<file path="config.mk">
export PLATFORM = sky130hd
export DESIGN_NAME = uart_tx_frame_seq
export DESIGN_NICKNAME = d
export VERILOG_FILES = /design/src/rtl/uart_tx_pkg.sv /design/src/rtl/uart_tx_parity.sv /design/src/rtl/uart_tx_frame_seq.sv
export SDC_FILE = /design/constraint.sdc
export NUM_CORES = 1
export LEC_CHECK = 0
export ABC_AREA = 1
export CELL_PAD_IN_SITES_DETAIL_PLACEMENT = 0
export CELL_PAD_IN_SITES_GLOBAL_PLACEMENT = 1
export CORE_MARGIN = 10
export CORE_UTILIZATION = 36
export CTS_CLUSTER_SIZE = 12
export DETAILED_ROUTE_END_ITERATION = 8
export PLACE_DENSITY = 0.9
export SETUP_SLACK_MARGIN = 0.1
export SLEW_MARGIN = 40
export SYNTH_ARGS = -nofsm -noshare
export SYNTH_HDL_FRONTEND = slang
export SYNTH_HIERARCHICAL = 1
export SYNTH_SLANG_ARGS = --single-unit
</file>
<file path="constraint.sdc">
create_clock -name CLK -period 1.85 [get_ports CLK]
set_input_delay 0.2775 -clock CLK [delete_from_list [all_inputs] [get_ports CLK]]
set_output_delay 0.2775 -clock CLK [all_outputs]
set_load 0.02 [all_outputs]
</file>
<file path="src/rtl/uart_tx_pkg.sv">
// uart_tx_pkg: shared field encoding and parity constants for the UART TX sequencer
package uart_tx_pkg;
  typedef enum logic [2:0] {
    F_IDLE   = 3'd0,
    F_START  = 3'd1,
    F_DATA   = 3'd2,
    F_PARITY = 3'd3,
    F_STOP   = 3'd4
  } field_e;
  localparam logic PAR_EVEN = 1'b0;
  localparam logic PAR_ODD  = 1'b1;
endpackage

</file>
<file path="src/rtl/uart_tx_parity.sv">
// uart_tx_parity: combinational even/odd parity over a DATA_WIDTH-bit word
module uart_tx_parity
  import uart_tx_pkg::*;
#(
  parameter int DATA_WIDTH = 8
) (
  input  logic [DATA_WIDTH-1:0] data_i,
  input  logic                  par_typ_i,
  output logic                  par_o
);
  assign par_o = (^data_i) ^ (par_typ_i == PAR_ODD);
endmodule

</file>
<file path="src/rtl/uart_tx_frame_seq.sv">
// uart_tx_frame_seq: start/data/parity/stop frame sequencer driving a registered serial line
module uart_tx_frame_seq
  import uart_tx_pkg::*;
#(
  parameter int DATA_WIDTH = 8
) (
  input  logic                  CLK,
  input  logic                  RST,
  input  logic                  BIT_TICK,
  input  logic [DATA_WIDTH-1:0] P_DATA,
  input  logic                  DATA_VALID,
  input  logic                  PAR_EN,
  input  logic                  PAR_TYP,
  input  logic                  STOP2,
  output logic                  TX_OUT,
  output logic                  BUSY,
  output logic [2:0]            FIELD
);
  localparam int CW = $clog2(DATA_WIDTH);
  field_e state_q, state_d;
  logic [CW-1:0] cnt_q, cnt_d, cnt_nx;
  logic [DATA_WIDTH-1:0] data_q, data_d;
  logic stop_q, stop_d, par_en_q, par_en_d, par_typ_q, par_typ_d, stop2_q, stop2_d;
  logic tx_q, tx_d, busy_q, busy_d, par, last_stop, accept;
  uart_tx_parity #(.DATA_WIDTH(DATA_WIDTH)) u_par (
    .data_i   (data_q),
    .par_typ_i(par_typ_q),
    .par_o    (par)
  );
  always_ff @(posedge CLK) begin
    if (RST) begin
      state_q   <= F_IDLE;
      cnt_q     <= '0;
      stop_q    <= 1'b0;
      data_q    <= '0;
      par_en_q  <= 1'b0;
      par_typ_q <= 1'b0;
      stop2_q   <= 1'b0;
      tx_q      <= 1'b1;
      busy_q    <= 1'b0;
    end else begin
      state_q   <= state_d;
      cnt_q     <= cnt_d;
      stop_q    <= stop_d;
      data_q    <= data_d;
      par_en_q  <= par_en_d;
      par_typ_q <= par_typ_d;
      stop2_q   <= stop2_d;
      tx_q      <= tx_d;
      busy_q    <= busy_d;
    end
  end
  // A new word may be taken on the tick that closes the last stop bit, giving gapless frames
  always_comb begin
    state_d   = state_q;
    cnt_d     = cnt_q;
    stop_d    = stop_q;
    data_d    = data_q;
    par_en_d  = par_en_q;
    par_typ_d = par_typ_q;
    stop2_d   = stop2_q;
    tx_d      = tx_q;
    busy_d    = busy_q;
    cnt_nx    = cnt_q + CW'(1);
    last_stop = (state_q == F_STOP) && (!stop2_q || stop_q);
    accept    = DATA_VALID && BIT_TICK && ((state_q == F_IDLE) || last_stop);
    if (accept) begin
      state_d   = F_START;
      data_d    = P_DATA;
      par_en_d  = PAR_EN;
      par_typ_d = PAR_TYP;
      stop2_d   = STOP2;
      cnt_d     = '0;
      stop_d    = 1'b0;
      tx_d      = 1'b0;
      busy_d    = 1'b1;
    end else if (BIT_TICK) begin
      case (state_q)
        F_START: begin
          state_d = F_DATA;
          cnt_d   = '0;
          tx_d    = data_q[0];
        end
        F_DATA: begin
          if (cnt_q == CW'(DATA_WIDTH - 1)) begin
            state_d = par_en_q ? F_PARITY : F_STOP;
            tx_d    = par_en_q ? par : 1'b1;
            stop_d  = 1'b0;
          end else begin
            cnt_d = cnt_nx;
            tx_d  = data_q[cnt_nx];
          end
        end
        F_PARITY: begin
          state_d = F_STOP;
          stop_d  = 1'b0;
          tx_d    = 1'b1;
        end
        F_STOP: begin
          state_d = last_stop ? F_IDLE : F_STOP;
          busy_d  = !last_stop;
          stop_d  = !last_stop;
          tx_d    = 1'b1;
        end
        default: begin
          state_d = F_IDLE;
          busy_d  = 1'b0;
          tx_d    = 1'b1;
        end
      endcase
    end
  end
  assign TX_OUT = tx_q;
  assign BUSY   = busy_q;
  assign FIELD  = state_q;
endmodule
</file>
-- Yosys cells after proc, flatten, opt, wreduce, memory -nomap -nowiden
Cells that the tools add are included.
- logic and storage cells: 61
- input port bits: 15
- output and inout port bits: 5
- flip-flop bits (word level): 20
- equal/unequal tests: 9
- $lt $le $gt $ge: 1
- muxes and demuxes: 20
- reductions and logical operators: 19
- add/subtract/negate cells: 1
- bitwise logic cells: 1
- operators with widths (operator ; number):
    $mux 3 ; 4
    $pmux 3 s4 ; 1
    $mux 1 ; 10
    $reduce_xor 8->1 ; 1
    $eq 3x2->1 const B ; 2
    $eq 3x3->1 const B ; 2
    $pmux 3 s2 ; 1
    $reduce_and 2->1 ; 3
    $reduce_and 3->1 ; 2
    $lt 3x4->1 const B ; 1
    $ne 2x2->1 const B ; 2
    $pmux 1 s2 ; 2
    $reduce_bool 2->1 ; 2
    $add 3x1->3 const B ; 1
    $bmux 1 s3 ; 1
    $eq 3x1->1 const B ; 1
    $logic_and 1x1->1 ; 3
    $logic_not 3->1 ; 1
    $ne 3x3->1 const B ; 1
    $pmux 1 s3 ; 1
    $reduce_bool 3->1 ; 1
    $reduce_or 3->1 ; 1
    $logic_not 1->1 ; 2
    $logic_or 1x1->1 ; 2
    other kinds (3) ; 3

-- Logic depth before layout (Yosys ltp)
- depth in word-level cells: 7
- gate-level depth with buffers: 16
- depth with buffers taken out: 16

-- By module
Netlist, hierarchy kept.
- by module, submodules not included (module ; cells an instance ; times used ; area each (um^2) ; seq. area each (um^2)):
    uart_tx_frame_seq ; 140 ; 1 ; 987.2 ; 400.4
    uart_tx_parity ; 38 ; 1 ; 163.9 ; 0.0

-- Least setup slack after synthesis
Ideal clock, no wire load.
- path type: register -> register
- start point: register cnt_q[0]
- end point: register state_q[1], in the netlist FIELD[1]
- data required time: 1.730 ns
- setup slack: 0.553 ns
- buffers on the path: 0
- clock period less this slack: 1.297 ns
- library setup time: 0.120 ns
- cell stages (with the launch flop): 8
- arrival time: 1.178 ns
- path through: dfxtp_1 ha_1 ha_1 nor2_4 nor2_4 clkinv_2 nor2_1 a21oi_1
- longest elaborated chain between the ends: 3
- RTL lines (element ; line ; source):
    from (decl) ; uart_tx_frame_seq.sv:21 ; logic [CW-1:0] cnt_q, cnt_d, cnt_nx;
    from (signal assigned) ; uart_tx_frame_seq.sv:43 ; cnt_q <= cnt_d;
    $eq 3x3->1 ; uart_tx_frame_seq.sv:85 ; if (cnt_q == CW'(DATA_WIDTH - 1)) begin
    $ne 2x2->1 (no source line) ; n/a ;
    $reduce_and 2->1 (no source line) ; n/a ;
    to (signal assigned) ; uart_tx_frame_seq.sv:42 ; state_q <= state_d;
    to (decl) ; uart_tx_frame_seq.sv:20 ; field_e state_q, state_d;
Every way passes these cells.
A chain may end at the register's enable or synchronous reset.

-- Final worst setup path
- start point: register state_q[1], in the netlist FIELD[1]
- end point: output port FIELD[1]
- RTL lines (element ; line ; source):
    to (decl) ; uart_tx_frame_seq.sv:17 ; output logic [2:0] FIELD
No word-level cell between the ends.

==> flow_summary.toml <==
[run_status]
status = "finished clean"

[worst_setup_path]
regToRegEndpoint = "TX_OUT"
worstSetupStartpointType = "flop"
crit_path_start = "FIELD[1]"
ff2ff_setup_slack_ns = 0.40
worstPathMaxFanout = 5
startpoint_of_the_lowest_slack_register_to_register_path = "data_q[1]"
timing.critical_path.buf_inv = 1
worst_path_largest_cell_delay_ns = 0.65
crit_path_top_delay_cell = "sky130_fd_sc_hd__clkdlybuf4s50_1"
criticalPathCategory = "reg -> out"
end_kind = "primary output"
worst-endpoint-arrival_ns = 1.39
worst-endpoint-required_ns = 1.57
worst_path_dominant_cell_family = "buffers and inverters"
timing.critical_path.cells = "clkdlybuf4s50_1"
r2r.worst_path.cells = 15

[worst_hold_path]
holdPathStages = 2
min_path_type = "reg -> reg"
hold_start = "cnt_q[2]"
hold_end = "cnt_q[2]"

[layout]
final_net_count = 218
design_area_um2 = 1420
area_growth_syn_to_layout_pct = 23.5
final.fill_count = 336
antenna-diode-count = 0
layout_common_cells = "sky130_fd_sc_hd__nand2_1, sky130_fd_sc_hd__inv_1, sky130_fd_sc_hd__dfxtp_1"
post_route_cells_drive_above_1_share = 0.115
seqCellArea_um2 = 400
multi_input_area_um2 = 611
layout_commonest_cell = "sky130_fd_sc_hd__nand2_1"

[sta]
timing_worst_slew_pin_value_ns = 0.361
skew_ns = 0.0115
setup_tns_ns = 0
final.period_utilization = 0.904
layout_setup_ws_ns = 0.178
max_freq_mhz = 598
report.final.hold_viol_count = 0
final_period_minus_worst_setup_slack_ns = 1.67
grt_setup_unrepaired = "false"
setup_violations = 0
relSlewSlack = 0.759
finalMaxSlewViolations = 0

[global_routing]
largest_net_degree_at_the_start_of_global_routing = 20
grt_antenna_before_repair = 0
grt_usage = 0.0867
global_route.peak_usage_layer = "met2"
globalRouteMet3Util = 0.0271
global_route.overflow_total = 0
use_met2 = 0.138
grt_util_met1 = 0.114
via_count_of_the_first_global_routing_pass = 1002
grt_pass1_wl_um = 4380

[synthesis]
syn_std_cell_area_um2 = 1150
mappedNetlistNets = 195
synth_sequential_area_ratio = 0.348
synth_warnings = 6
syn_avg_cell_area_um2 = 6.47
netlist_instances = 178
post_synth_num_cell_types = 19
synth_seq_cells = 20

[power_and_ir_drop]
power_density_nw_per_um2 = 678
seq_power_share = 0.497
vdd_ir_drop_max_mv = 0.616
clockPowerShare = 0.265
power_leakage_nw = 0.619
cell_internal_pwr_mw = 0.677
power.switching_fraction = 0.298
pwr-share-comb = 0.238
design_power_total_mw = 0.964
switching_power_mw = 0.288

[placed_design]
dp_worst_setup_slack_ns = 0.318
hpwl_um = 2020
place_congestion = 0.786
port-buffer-count = 19
dpl_cell_area_um2 = 1390

[floorplanning]
full_die_area_um2 = 5860
top_level_ports = 20
starting_density_of_the_core = 0.377
die_w_um = 76.5
design.core.area_um2 = 3050
row_count = 20
floorplan.die.height_um = 76.5

[cts]
cts_hold_repair.buffers = 0
root_buffer_cell = "sky130_fd_sc_hd__clkbuf_4"
clock_sinks = 20
tritoncts_clock_tree = "yes"
cts_htree_levels = 1
cts_inserted_buffers = 3
ctsLongestPathBuffers = 2
postCtsResizedCells = 0
post_cts.repair.setup_buffers = 0
clkSlewWorstSetupHoldPaths_ns = 0.12
insertion_delay_ns = 0.30

[routing]
initialDrtViolationCount = 80
drt_drc_violations_left = 0
detailedRoute.firstPassIterationCount = 4
vias_per_cell = 4.53
dr_total_vias = 1105
drtAntennaViolNets = 0
drt-wirelength-per-cell_um = 10.3
totalWireLength_um = 2520

[run]
drv_cap = 0
sequential cells by signal, indices dropped and copies added (netlist names):
name and count:
data_q 8, FIELD 3, cnt_q 3, BUSY 1
TX_OUT 1, par_en_q 1, par_typ_q 1, stop2_q 1
stop_q 1
worst max-delay path by stage:
| stage | slack (ns) | to | depth (start not counted) |
|---|---|---|---|
| 3_5_place_dp | 0.32 | par_en_q | 7 |
| 6_report | 0.18 | FIELD[1] | 1 |
| 4_1_cts | 0.17 | FIELD[1] | 1 |
| 2_1_floorplan | 0.55 | FIELD[1] | 7 |
| 5_1_grt | 0.10 | FIELD[1] | 1 |
| 3_3_place_gp | 0.35 | par_en_q | 7 |
cell usage after synthesis (all sizes together):
master   n  area (µm²)
nand2   47         194
inv     29         109
nor2    23         109
dfxtp   20         400
a21oi   18        90.1
o21ai   18        93.8
nand3   13        65.1
buf      2        22.5
ha       2        25.0
nand3b   2        15.0
clkbuf   1        3.75
clkinv   1        5.00
nor3     1        10.0
xor2     1        8.76
power by group through the flow:
stage | Clock (mW) | Combinational (mW) | Sequential, mW
2_1_floorplan | 0 | 0.152 | 0.494
3_3_place_gp | 0 | 0.233 | 0.489
3_5_place_dp | 0 | 0.231 | 0.489
4_1_cts | 0.261 | 0.233 | 0.479
5_1_grt | 0.278 | 0.266 | 0.483
6_report | 0.256 | 0.229 | 0.479
cells by family after synthesis:
kind of cell / count (synthesis) / synth area share
AOI/OAI and AO/OA: 36 / 0.160
adders and majority gates: 2 / 0.0217
xor gates and xnor gates: 1 / 0.00761
buffers and inverters: 33 / 0.122
DFF: 20 / 0.348
and+or+nand+nor: 86 / 0.341
layer usage:
metal  routed length [µm]  vias to the layer above
li1                     -                      601
met1                 1310                      478
met2                 1100                       24
met3                   93                        2
met4                   14                        0
met5                    0                        -
metrics by stage:
stage,hold slack [ns],instances,utilization
after floorplan,0.347,178,-
after global placement,0.452,240,0.454
after detailed placement,0.459,240,0.454
after CTS,0.478,244,0.466
after global routing,0.500,244,0.466
final,0.479,244,0.466
area by class of cell:
type                       instances  share of cell area
multi-input combinational        125               0.430
sequential                        20               0.282
timing repair buffer              21               0.144
inverter                          30              0.0801
tap                               44              0.0387
clock buffer                       4              0.0255
Note: power is estimated with default switching activity, not from simulation.
